## config.mk

```make
export PLATFORM = sky130hd
export DESIGN_NAME = pipo_universal
export DESIGN_NICKNAME = d
export VERILOG_FILES = /design/src/rtl/pipo_universal.sv
export SDC_FILE = /design/constraint.sdc
export NUM_CORES = 1
export LEC_CHECK = 0
export ABC_AREA = 1
export CAP_MARGIN = 0
export CELL_PAD_IN_SITES_DETAIL_PLACEMENT = 1
export CELL_PAD_IN_SITES_GLOBAL_PLACEMENT = 1
export CORE_MARGIN = 4
export CORE_UTILIZATION = 36
export CTS_BUF_LIST = sky130_fd_sc_hd__clkbuf_2
export DETAILED_ROUTE_END_ITERATION = 12
export PLACE_DENSITY_LB_ADDON = 0.05
export SYNTH_ARGS = -nofsm -noshare
export SYNTH_HDL_FRONTEND = slang
export SYNTH_SLANG_ARGS = --single-unit
export TNS_END_PERCENT = 5
```

## constraint.sdc

```tcl
create_clock -name clk -period 1.6 [get_ports clk]
set_clock_uncertainty 0.15 [all_clocks]
set_input_delay 0.16 -clock clk [delete_from_list [all_inputs] [get_ports clk]]
set_output_delay 0.16 -clock clk [all_outputs]
set_load 0.01 [all_outputs]
```

## src/rtl/pipo_universal.sv

```systemverilog
// Universal WIDTH-bit register: parallel load, shift/rotate/asr, clear, and a
// multi-cycle burst shift engine that reports busy/done.
module pipo_universal #(
  parameter int                 WIDTH       = 8,
  parameter logic [WIDTH-1:0]   RESET_VALUE = '0,
  localparam int                CNT_W       = $clog2(WIDTH + 1)
) (
  input  logic             clk,
  input  logic             rst,
  input  logic             en,
  input  logic [2:0]       mode,
  input  logic [WIDTH-1:0] parallel_in,
  input  logic             serial_in_l,
  input  logic             serial_in_r,
  input  logic             burst_start,
  input  logic [CNT_W-1:0] burst_len,
  output logic [WIDTH-1:0] parallel_out,
  output logic             serial_out_msb,
  output logic             serial_out_lsb,
  output logic             busy,
  output logic             done
);

  typedef enum logic {IDLE, BURST} state_t;

  state_t           r_state, w_stateNext;
  logic [WIDTH-1:0] r_q, w_qNext;
  logic [CNT_W-1:0] r_cnt, w_cntNext, w_lenClamped;
  logic [2:0]       r_mode, w_modeNext;
  logic             r_busy, w_busyNext;
  logic             r_done, w_doneNext;
  logic             w_isShift, w_accept;

  function automatic logic [WIDTH-1:0] applyOp(
    input logic [2:0]       op,
    input logic [WIDTH-1:0] q,
    input logic             sl,
    input logic             sr,
    input logic [WIDTH-1:0] pin
  );
    logic [WIDTH-1:0] res;
    case (op)
      3'b001:  res = pin;
      3'b010:  res = {q[WIDTH-2:0], sl};
      3'b011:  res = {sr, q[WIDTH-1:1]};
      3'b100:  res = {q[WIDTH-2:0], q[WIDTH-1]};
      3'b101:  res = {q[0], q[WIDTH-1:1]};
      3'b110:  res = {q[WIDTH-1], q[WIDTH-1:1]};
      3'b111:  res = '0;
      default: res = q;
    endcase
    return res;
  endfunction

  // Counter holds the number of shifts still owed after the current edge.
  always_comb begin
    w_isShift    = (mode >= 3'b010) && (mode <= 3'b110);
    w_lenClamped = (burst_len > CNT_W'(WIDTH)) ? CNT_W'(WIDTH) : burst_len;
    w_accept     = (r_state == IDLE) && burst_start && w_isShift && (burst_len != '0);
    w_stateNext  = r_state;
    w_qNext      = r_q;
    w_cntNext    = r_cnt;
    w_modeNext   = r_mode;
    w_busyNext   = r_busy;
    w_doneNext   = 1'b0;
    case (r_state)
      IDLE: begin
        w_qNext = applyOp(mode, r_q, serial_in_l, serial_in_r, parallel_in);
        if (w_accept) begin
          w_modeNext = mode;
          w_cntNext  = w_lenClamped - CNT_W'(1);
          if (w_lenClamped != CNT_W'(1)) begin
            w_stateNext = BURST;
            w_busyNext  = 1'b1;
          end else begin
            w_doneNext = 1'b1;
          end
        end
      end
      BURST: begin
        w_qNext   = applyOp(r_mode, r_q, serial_in_l, serial_in_r, parallel_in);
        w_cntNext = r_cnt - CNT_W'(1);
        if (r_cnt == CNT_W'(1)) begin
          w_stateNext = IDLE;
          w_busyNext  = 1'b0;
          w_doneNext  = 1'b1;
        end
      end
      default: w_stateNext = IDLE;
    endcase
  end

  always_ff @(posedge clk) begin
    if (!rst) begin
      r_state <= IDLE;
      r_q     <= RESET_VALUE;
      r_cnt   <= '0;
      r_mode  <= 3'b000;
      r_busy  <= 1'b0;
      r_done  <= 1'b0;
    end else if (en) begin
      r_state <= w_stateNext;
      r_q     <= w_qNext;
      r_cnt   <= w_cntNext;
      r_mode  <= w_modeNext;
      r_busy  <= w_busyNext;
      r_done  <= w_doneNext;
    end else begin
      r_done  <= 1'b0;
    end
  end

  assign parallel_out   = r_q;
  assign serial_out_msb = r_q[WIDTH-1];
  assign serial_out_lsb = r_q[0];
  assign busy           = r_busy;
  assign done           = r_done;

endmodule

```

---- Word level (Yosys, flattened, before mapping) ----
Index checks and enable logic that the tools add are counted.
storage, ports and cells
  register bits after elaboration ......... 18
  output and inout bits ................... 12
operators by class
  add/sub/neg operators ................... 2
  order comparisons ....................... 3
  equal/unequal tests ..................... 25
  multiplexer cells ....................... 18
  bitwise logic cells ..................... 1
  reduce and logical (&&, ||, !) cells .... 11
operators with widths
  kind                   number
  $pmux W8 S7            2
  $eq A3 B3 Y1 const B   8
  $ne A8 B1 Y1 const B   2
  $pmux W8 S2            1
  $ne A7 B1 Y1 const B   2
  $eq A3 B2 Y1 const B   4
  $mux W1                9
  $mux W4                2
  $pmux W4 S2            1
  $sub A4 B1 Y4 const B  2
  $eq A3 B1 Y1 const B   2
  $ne A2 B2 Y1 const B   3
  $pmux W1 S2            3
  $reduce_and A3 Y1      2
  $reduce_and A5 Y1      1
  $eq A4 B1 Y1 const B   1
  $gt A4 B4 Y1 const B   1
  $logic_and A1 B1 Y1    4
  $ne A2 B1 Y1 const B   2
  $ne A4 B1 Y1 const B   1
  $reduce_and A2 Y1      2
  $reduce_and A4 Y1      1
  $reduce_bool A4 Y1     1
  $ge A3 B2 Y1 const B   1
  2 further kinds        2

---- Longest topological paths before layout ----
Gate-level depths: netlist of the first run.
  depth in word-level cells ............... 6
  mapped depth ............................ 11
  mapped depth without buffers ............ 10

---- Worst setup path before layout of the first run ----
OpenSTA, ideal clock, no wires.
  path kind ............................... register -> register
  from .................................... register r_state
  to ...................................... register r_cnt[3]
  library setup time ...................... 0.115 ns
  data arrival time ....................... 1.119 ns
  required time ........................... 1.335 ns
  slack ................................... 0.217 ns
  cell stages (with the launch flop) ...... 10
  buffers on the path ..................... 1
  clock period less this slack ............ 1.383 ns
  cell sequence ........................... dfxtp_1 buf_6 nor2_1 nand2_4 nor2_4 nand2_4 nand2_8 inv_2 nor2_2 nor2_1
between the ends
  word-level cells in the longest chain between the ends .. 6
  elaborated cells on any way between the ends .. 7
  those cells by class .................... 1 x eq/ne; 1 x mux; 1 x bitwise; 4 x reduce/logical
RTL lines
  item                                line  text
  from (decl)                         26    state_t r_state, w_stateNext;
  from (signal assigned)              102   r_state <= w_stateNext;
  $not A1 Y1                          n/a
  $logic_and A1 B1 Y1 (3 in a row)    59    w_accept = (r_state == IDLE) && burst_start && w_isShift && (burst_len != '0);
  $ne A2 B2 Y1 (no source line)       n/a
  $reduce_and A2 Y1 (no source line)  n/a
  to (signal assigned)                104   r_cnt <= w_cntNext;
  to (decl)                           28    logic [CNT_W-1:0] r_cnt, w_cntNext, w_lenClamped;
Several ways; a longest one is shown, not always the timed one.
A chain may end at the register's enable or synchronous reset.

---- Worst setup path in the final report of the first run ----
  from .................................... register r_mode[2]
  to ...................................... register r_q[7] (netlist: parallel_out[7])
between the ends
  word-level cells in the longest chain between the ends .. 3
  elaborated cells on any way between the ends .. 12
  those cells by class .................... 9 x eq/ne; 2 x mux; 1 x reduce/logical
RTL lines
  item                                              line  text
  from (decl)                                       29    logic [2:0] r_mode, w_modeNext;
  from (signal assigned)                            105   r_mode <= w_modeNext;
  $eq A3 B3 Y1 (tied with other cells)              42    case (op)
  $pmux W8 S7 (tied with other cells)               42
  $pmux W8 S2 or $reduce_and A5 Y1 (tied branches)  n/a
  to (signal assigned)                              103   r_q <= w_qNext;
  to (decl)                                         27    logic [WIDTH-1:0] r_q, w_qNext;
Several ways; a longest one is shown, not always the timed one.

==> summary.md, run 1 <==
| Metric | Value |
|---|---|
| Leak pwr | `approximately 0.0012 uW` |
| HPWL after detailed placement | `about 4200 um` |
| Initial antenna violation count | `0` |
| ANT cells | `0` |
| Ranking of synthesized cells by area | `dfxtp_1 (22%), nand2_1 (18%), inv_1 (9.4%), nand3_1 (8.9%), a21oi_1 (8.3%)` |
| R2R cell count | `9` |
| Worst Setup Slack post-DPL | `-0.325 ns` |
| # fillers | `around 620` |
| Dominant combinational cell family by area after synthesis | `simple AND/OR/NAND/NOR gates` |
| Num ports | `33` |
| DRC | `0` |
| Initial Util | `between 30% and 40%` |
| Slew @ Worst Pin | `approximately 0.45 ns` |
| CTS tree | `done` |
| Hold Violations, Final | `0` |
| Adder-cell share of the synthesized area | `3.06%` |
| CP Depth | `9` |
| Cells after Synth | `around 280` |
| Via/cell ratio | `roughly 5` |
| Detailed Routing Iterations Pass 1 | `4` |
| Peak supply drop | `269 uV` |
| Max cap viols | `0` |
| Worst EP arrival | `approximately 1.6 ns` |
| Die Footprint | `approximately 0.0057 mm2` |
| Vias post-DR | `~1,900` |
| Crit path largest cell delay | `0.38 ns` |
| Worst skew pair latency | `around 0.37 ns` |
| Crit-path cells | `inv_1, nand2_4, buf_4, nand2_1, o21ai_0, o21ai_0, nand2_1, nor2_1, nor2_1` |
| GPL Wtd Cong | `around 0.85` |
| Critical R2R Launch | `r_mode[2]` |
| Clk pwr share | `17.5%` |
| Max-slew headroom | `70.3%` |
| Antenna viol nets, final | `0` |
| Sequential share of the synthesized area | `22.1%` |
| Post-Syn Area | `about 0.0016 mm2` |
| Family with the most delay on the worst path | `flip-flops` |
| Most common cell after layout, fill and taps aside | `nand2_1` |
| Complex-gate fraction of the synthesized area | `between 10% and 20%` |
| Crit Reg-Reg Endpoint | `parallel_out[7]` |
| Critical Setup Path Class | `register to register` |
| Crit path capture | `parallel_out[7]` |
| Fraction of the cycle the final worst path needs | `94.2%` |
| Placed Instances | `roughly 380` |
| Ratio of cells with drive above 1 in the final layout | `between 20 and 25%` |
| Part of the power in registers | `between 30% and 40%` |
| Area delta synth->final | `38.7%` |
| Fin Setup TNS | `0 ns` |
| Most frequent cells in the layout | `nand2_1 (77), inv_1 (39), buf_4 (32), nand3_1 (28), a21oi_1 (27)` |
| Vias in the first global route | `about 1,900` |
| DRT iter0 DRCs | `75` |
| CP max-delay cell | `dfxtp_2` |
| IO Port Bufs | `32` |
| Share of the synthesized area in the top cell type | `approximately 22%` |
| DR WL/cell | `~14 um` |
| Post-route minimum period | `between 1.5 and 2 ns` |
| Total wire length | `approximately 5500 um` |
| Max Freq | `approximately 0.66 GHz` |
| Mean post-synth cell area | `about 5.9 um2` |
| Cell Area, Placed | `approximately 0.0022 mm2` |
| CP startpoint kind | `register` |
| Logic pwr share | `44.1%` |
| Power Dens Cells | `606 mW/mm2` |
| Post-synthesis register bit count | `18` |
| CTS Sinks | `18` |
| Core box area | `between 0.004 and 0.005 mm2` |
| RSZ-0062 raised after global routing | `true` |
| Mux share of post-synthesis cell area | `0%` |
| H-tree levels | `1` |
| Final Max Tran Viols | `0` |
| Worst Setup SP | `r_mode[2]` |
| Clock Tree Buf Depth | `2` |
| Post-synthesis xor/xnor area fraction | `1.61%` |
| Ys Warns | `0` |
| Die span in x | `about 75 um` |
| GR Util All Layers | `about a fifth` |
| Psw | `about 560 uW` |
| Reg-to-reg slack, setup | `between 0.09 and 0.1 ns` |
| Crit path capture type | `register` |
| Cell Int Power | `just over 800 uW` |
| Finished Layout Cells | `388` |
| Hold Crit Class | `register to register` |
| Status | `complete, no violations` |
| Net Count, Synth | `just over 300` |
| CTS Buf Count | `3` |
| Worst path required time | `roughly 1.7 ns` |
| WP buf/inv | `2` |
| Total grt overflow | `0` |
| Fin area | `between 0.002 and 0.0025 mm2` |
| Cell taking the most area after synthesis | `dfxtp_1` |
| Global-route wire length before repair | `9030 um` |
| CP Max Fanout | `7` |
| Die Ht | `roughly 75 um` |
| Synth cell types | `29` |
| Final worst-path setup slack | `between 0.09 and 0.1 ns` |
| Final setup viols | `0` |
| Net count, final | `between 300 and 400` |
| Sw frac | `roughly two fifths` |
| Clk pin slew, worst setup/hold paths | `about 0.20 ns` |
| Largest net degree at the start of global routing | `18` |
| Site row count | `24` |
| Post-Synth Simple-Gate Area | `approximately two fifths` |
| Root Buffer | `clkbuf_2` |
[layout make-up]
type | count | area [um2] | area share (%)
inverters | 48 | 184 | 8.11
clock inverters | 1 | 3.75 | 0.166
well taps | 52 | 65.1 | 2.87
clock buffers | 3 | 15.0 | 0.662
repair buffers | 64 | 561 | 24.7
multi-input cells | 202 | 1040 | 46.1
flip-flops and latches | 18 | 394 | 17.4
[logic make-up (layout without fill, tap and decap cells)]
kind of cell             Yosys count  count (layout)
AO/OA/AOI/OAI                     52              52
XOR/XNOR                           3               3
adder cells (fa/ha/maj)            4               4
buffers and inverters             57             116
flip-flops                        18              18
AND/OR/NAND/NOR                  143             143
[power by group through the flow]
stage / clock network [uW] / logic (uW) / registers, uW
after floorplan: 0 / 334 / 540
after global placement: 0 / 581 / 541
after detailed placement: 0 / 591 / 542
after CTS: 242 / 597 / 527
after global routing: 265 / 679 / 534
final: 241 / 606 / 527
[routing by layer]
layer	wire length [um]	share of wire (%)	vias up	track usage, %
li1	-	-	989	-
met1	2670	48	888	29.2
met2	2580	47	34	33.8
met3	223	4.0	5	2.51
met4	61	1.1	0	5.83
met5	0	0	-	0
[stage by stage]
stage / total power [uW] / utilization [%] / hold WS (ns)
finish: 1370 / 51.7 / 0.332
global route: 1480 / 51.7 / 0.327
global placement: 1120 / 49.3 / 0.297
floorplan: 874 / - / 0.146
CTS: 1370 / 50.6 / 0.326
detailed placement: 1130 / 49.3 / 0.311
[flip-flops by register name, summed over array words and instances (netlist names)]
signal / count
r_state: 1
busy: 1
r_mode: 3
r_cnt: 4
parallel_out: 8
done: 1
[cell usage after synthesis (all sizes together)]
cell,number
a21oi,29
nor2,25
o21ai,21
o21bai,1
nand2,84
dfxtp,18
xnor2,2
ha,4
xor2,1
buf,8
a211oi,1
nor3,1
nand3,29
clkbuf,1
nand4,4
inv,48
[how the worst min path moves through the flow]
stage                     start        to  slack, ns  depth (start not counted)
final                      busy      busy       0.33                          2
after global routing         en      done       0.33                          4
after CTS                    en      done       0.33                          4
after detailed placement   busy      busy       0.31                          2
after global placement     busy      busy       0.30                          2
after floorplan             rst  r_cnt[2]       0.15                          2
[tightest hold or removal path: cells and delay by family, from the launching register on]
family,cells,cell delay (ns)
and+or+nand+nor,1,0.06
DFF,1,0.36
AOI/OAI and AO/OA,1,0.05
[timing repair]
item / in CTS / in global routing
setup buffers: 2 / 1
gates resized for setup: 25 / 14
endpoints found under the setup margin: 11 / 12
cloned: 0 / 0
hold buffers: 0 / 0
pin swaps: 0 / 2
No activity file was read; power rests on OpenSTA's default activity.
==> run 2: changes to the inputs <==
--- a/config.mk
+++ b/config.mk
@@ -13,6 +13,7 @@
 export CORE_UTILIZATION = 36
 export CTS_BUF_LIST = sky130_fd_sc_hd__clkbuf_2
 export DETAILED_ROUTE_END_ITERATION = 12
+export MAX_ROUTING_LAYER = met4
 export PLACE_DENSITY_LB_ADDON = 0.05
 export SYNTH_ARGS = -nofsm -noshare
 export SYNTH_HDL_FRONTEND = slang
==> summary.md, run 2 (synthesis gave the netlist of run 1 again) <==
| Metric | Value |
|---|---|
| Psw | `556 uW (-1.0%)` |
| Via/cell ratio | `5.00 (+1.2%)` |
| Leak pwr | `0.00118 uW (about the same)` |
| CTS Sinks | `18 (unchanged)` |
| Clock Tree Buf Depth | `2 (unchanged)` |
| Met1 usage | `29.3% (+0.080 points)` |
| Detailed Routing Iterations Pass 1 | `4 (unchanged)` |
| Post-CTS Hold Buffers | `0 (unchanged)` |
| GR Util All Layers | `21.6% (+0.66 points)` |
| RSZ-0062 raised after global routing | `false` |
| DRT iter0 DRCs | `75 (unchanged)` |
| Max cap viols | `0 (unchanged)` |
| Slew @ Worst Pin | `0.438 ns (-0.00746 ns)` |
| Vias post-DR | `1,939 (+1.2%)` |
| Peak supply drop | `265 uV (-1.5%)` |
| Clk pwr share | `17.2% (-0.3 points)` |
| Worst Setup Slack post-DPL | `-0.325 ns (unchanged)` |
| Num ports | `33 (unchanged)` |
| Die span in x | `75.4 um (unchanged)` |
| Max Freq | `0.667 GHz (+0.46%)` |
| Crit path capture type | `register` |
| IO Port Bufs | `32 (unchanged)` |
| Total grt overflow | `0 (unchanged)` |
| HPWL after detailed placement | `4230 um (unchanged)` |
| Max-slew headroom | `70.8% (+0.50 points)` |
| Largest net degree at the start of global routing | `18 (unchanged)` |
| Ratio of cells with drive above 1 in the final layout | `22.0% (+0.30 points)` |
| Worst skew pair latency | `0.36 ns (about the same)` |
| Status | `complete, no violations` |
| Hold Crit Class | `register to register` |
| Vias in the first global route | `1,942 (unchanged)` |
| Total wire length | `5500 um (-0.69%)` |
| Core box area | `0.00438 mm2 (unchanged)` |
| GPL Wtd Cong | `0.868 (+1.6%)` |
| Hold Violations, Final | `0 (unchanged)` |
| Gr busiest metal | `met2` |
| Final setup viols | `0 (unchanged)` |
| Root Buffer | `clkbuf_2` |
| Global-route wire length before repair | `9030 um (about the same)` |
| DRC | `0 (unchanged)` |
| Max FFs per register | `8 (unchanged)` |
| Most common cell after layout, fill and taps aside | `nand2_1` |
| Post-route minimum period | `1.50 ns (-0.00693 ns)` |
| Clk pin slew, worst setup/hold paths | `0.20 ns (about the same)` |
| Power Dens Cells | `604 mW/mm2 (-0.42%)` |
| CTS Buf Count | `3 (unchanged)` |
| Sw frac | `40.6% (-0.26 points)` |
| Logic pwr share | `44.2% (about the same)` |
| CTS tree | `done` |
| H-tree levels | `1 (unchanged)` |
| ANT cells | `0 (unchanged)` |
| Most frequent cells in the layout | `nand2_1 (77), inv_1 (38), buf_4 (32), nand3_1 (28), a21oi_1 (27)` |
| Die Ht | `75.4 um (unchanged)` |
| DR WL/cell | `14.2 um (-0.69%)` |
| Worst EP arrival | `1.64 ns (+0.02 ns)` |
| Cell Int Power | `813 uW (about the same)` |
| Critical Setup Path Class | `input port to register` |
| Initial antenna violation count | `0 (unchanged)` |
| Site row count | `24 (unchanged)` |
| CP Max Fanout | `6 (-1)` |
| Fraction of the cycle the final worst path needs | `93.7% (-0.43 points)` |
| GR Util met2 | `33.8% (unchanged)` |
| Final Max Tran Viols | `0 (unchanged)` |
| Antenna viol nets, final | `0 (unchanged)` |
| Net count, final | `362 (unchanged)` |
| Die Footprint | `0.00568 mm2 (unchanged)` |
| Worst path required time | `1.74 ns (+0.03 ns)` |
| Area delta synth->final | `38.7% (unchanged)` |
| Final worst-path setup slack | `0.100 ns (+0.00693 ns)` |
| Met3 usage | `2.51% (unchanged)` |
| Part of the power in registers | `38.6% (+0.2 points)` |
| Hold slack | `0.332 ns (unchanged)` |
| Initial Util | `37.3% (unchanged)` |
| CP startpoint kind | `input port` |
==> run 2: cell counts in the layout (fill, tap and decap cells not counted) <==
Identical to the previous run, type by type.
==> run 2: repair_timing <==
action	in CTS	in global routing
buffers inserted	2	1
pin swaps	0	2
endpoints found under the setup margin	11	12
gates resized for setup	25	15
==> run 2: worst paths after layout <==
kind                            cells after the start              end  startpoint  slack, ns
worst max-delay path                               10         r_cnt[1]     mode[1]       0.10
worst min-delay path                                2             busy        busy       0.33
worst max register to register                      9  parallel_out[4]   r_mode[0]       0.11
worst min register to register                      2             busy        busy       0.33
==> run 2: routing by layer <==
| metal | up-vias | wire length [um] |
|---|---|---|
| li1 | 992 | - |
| met1 | 899 | 2690 |
| met2 | 40 | 2540 |
| met3 | 8 | 195 |
| met4 | 0 | 71 |
| met5 | - | 0 |
==> run 2: layout make-up <==
cell class,count,area (um2)
clock buffers,3,15.0
clock inverters,1,3.75
fillers,624,2120
inverters,48,184
multi-input cells,202,1040
flip-flops and latches,18,394
well taps,52,65.1
repair buffers,64,561
==> run 2: stage by stage <==
step	setup TNS, ns	instance area [um2]	total power (uW)	utilization (%)	std cells
3_5_place_dp	-4.00	2160	1130	49.3	381
2_1_floorplan	0	1630	874	-	277
5_1_grt	0	2270	1480	51.7	388
3_3_place_gp	-3.32	2160	1120	49.3	381
6_report	0	2270	1370	51.7	388
4_1_cts	0	2220	1370	50.6	387
==> run 2: worst max-delay path, stage by stage <==
cell and delay (ns):
clkdlybuf4s50_1 0.57, buf_4 0.15, nand2_1 0.06, nor2_2 0.13, nor2_4 0.07, nand2_4 0.11, nand2_8 0.07, inv_2 0.10
nand2_1 0.08, a21oi_2 0.12
==> run 2: power by group through the flow <==
| stage | clock network [uW] | registers, uW | logic [uW] |
|---|---|---|---|
| after floorplan | 0 | 540 | 334 |
| after global placement | 0 | 541 | 581 |
| after detailed placement | 0 | 542 | 591 |
| after CTS | 242 | 527 | 597 |
| after global routing | 265 | 535 | 679 |
| final | 236 | 528 | 605 |
==> run 3: changes to the inputs <==
--- a/config.mk
+++ b/config.mk
@@ -12,6 +12,7 @@
 export CORE_MARGIN = 4
 export CORE_UTILIZATION = 36
 export CTS_BUF_LIST = sky130_fd_sc_hd__clkbuf_2
+export CTS_CLUSTER_SIZE = 14
 export DETAILED_ROUTE_END_ITERATION = 12
 export MAX_ROUTING_LAYER = met4
 export PLACE_DENSITY_LB_ADDON = 0.05
==> results of run 3 <==
Same layout as run 2: the final DEF is identical, and so are final timing and power.
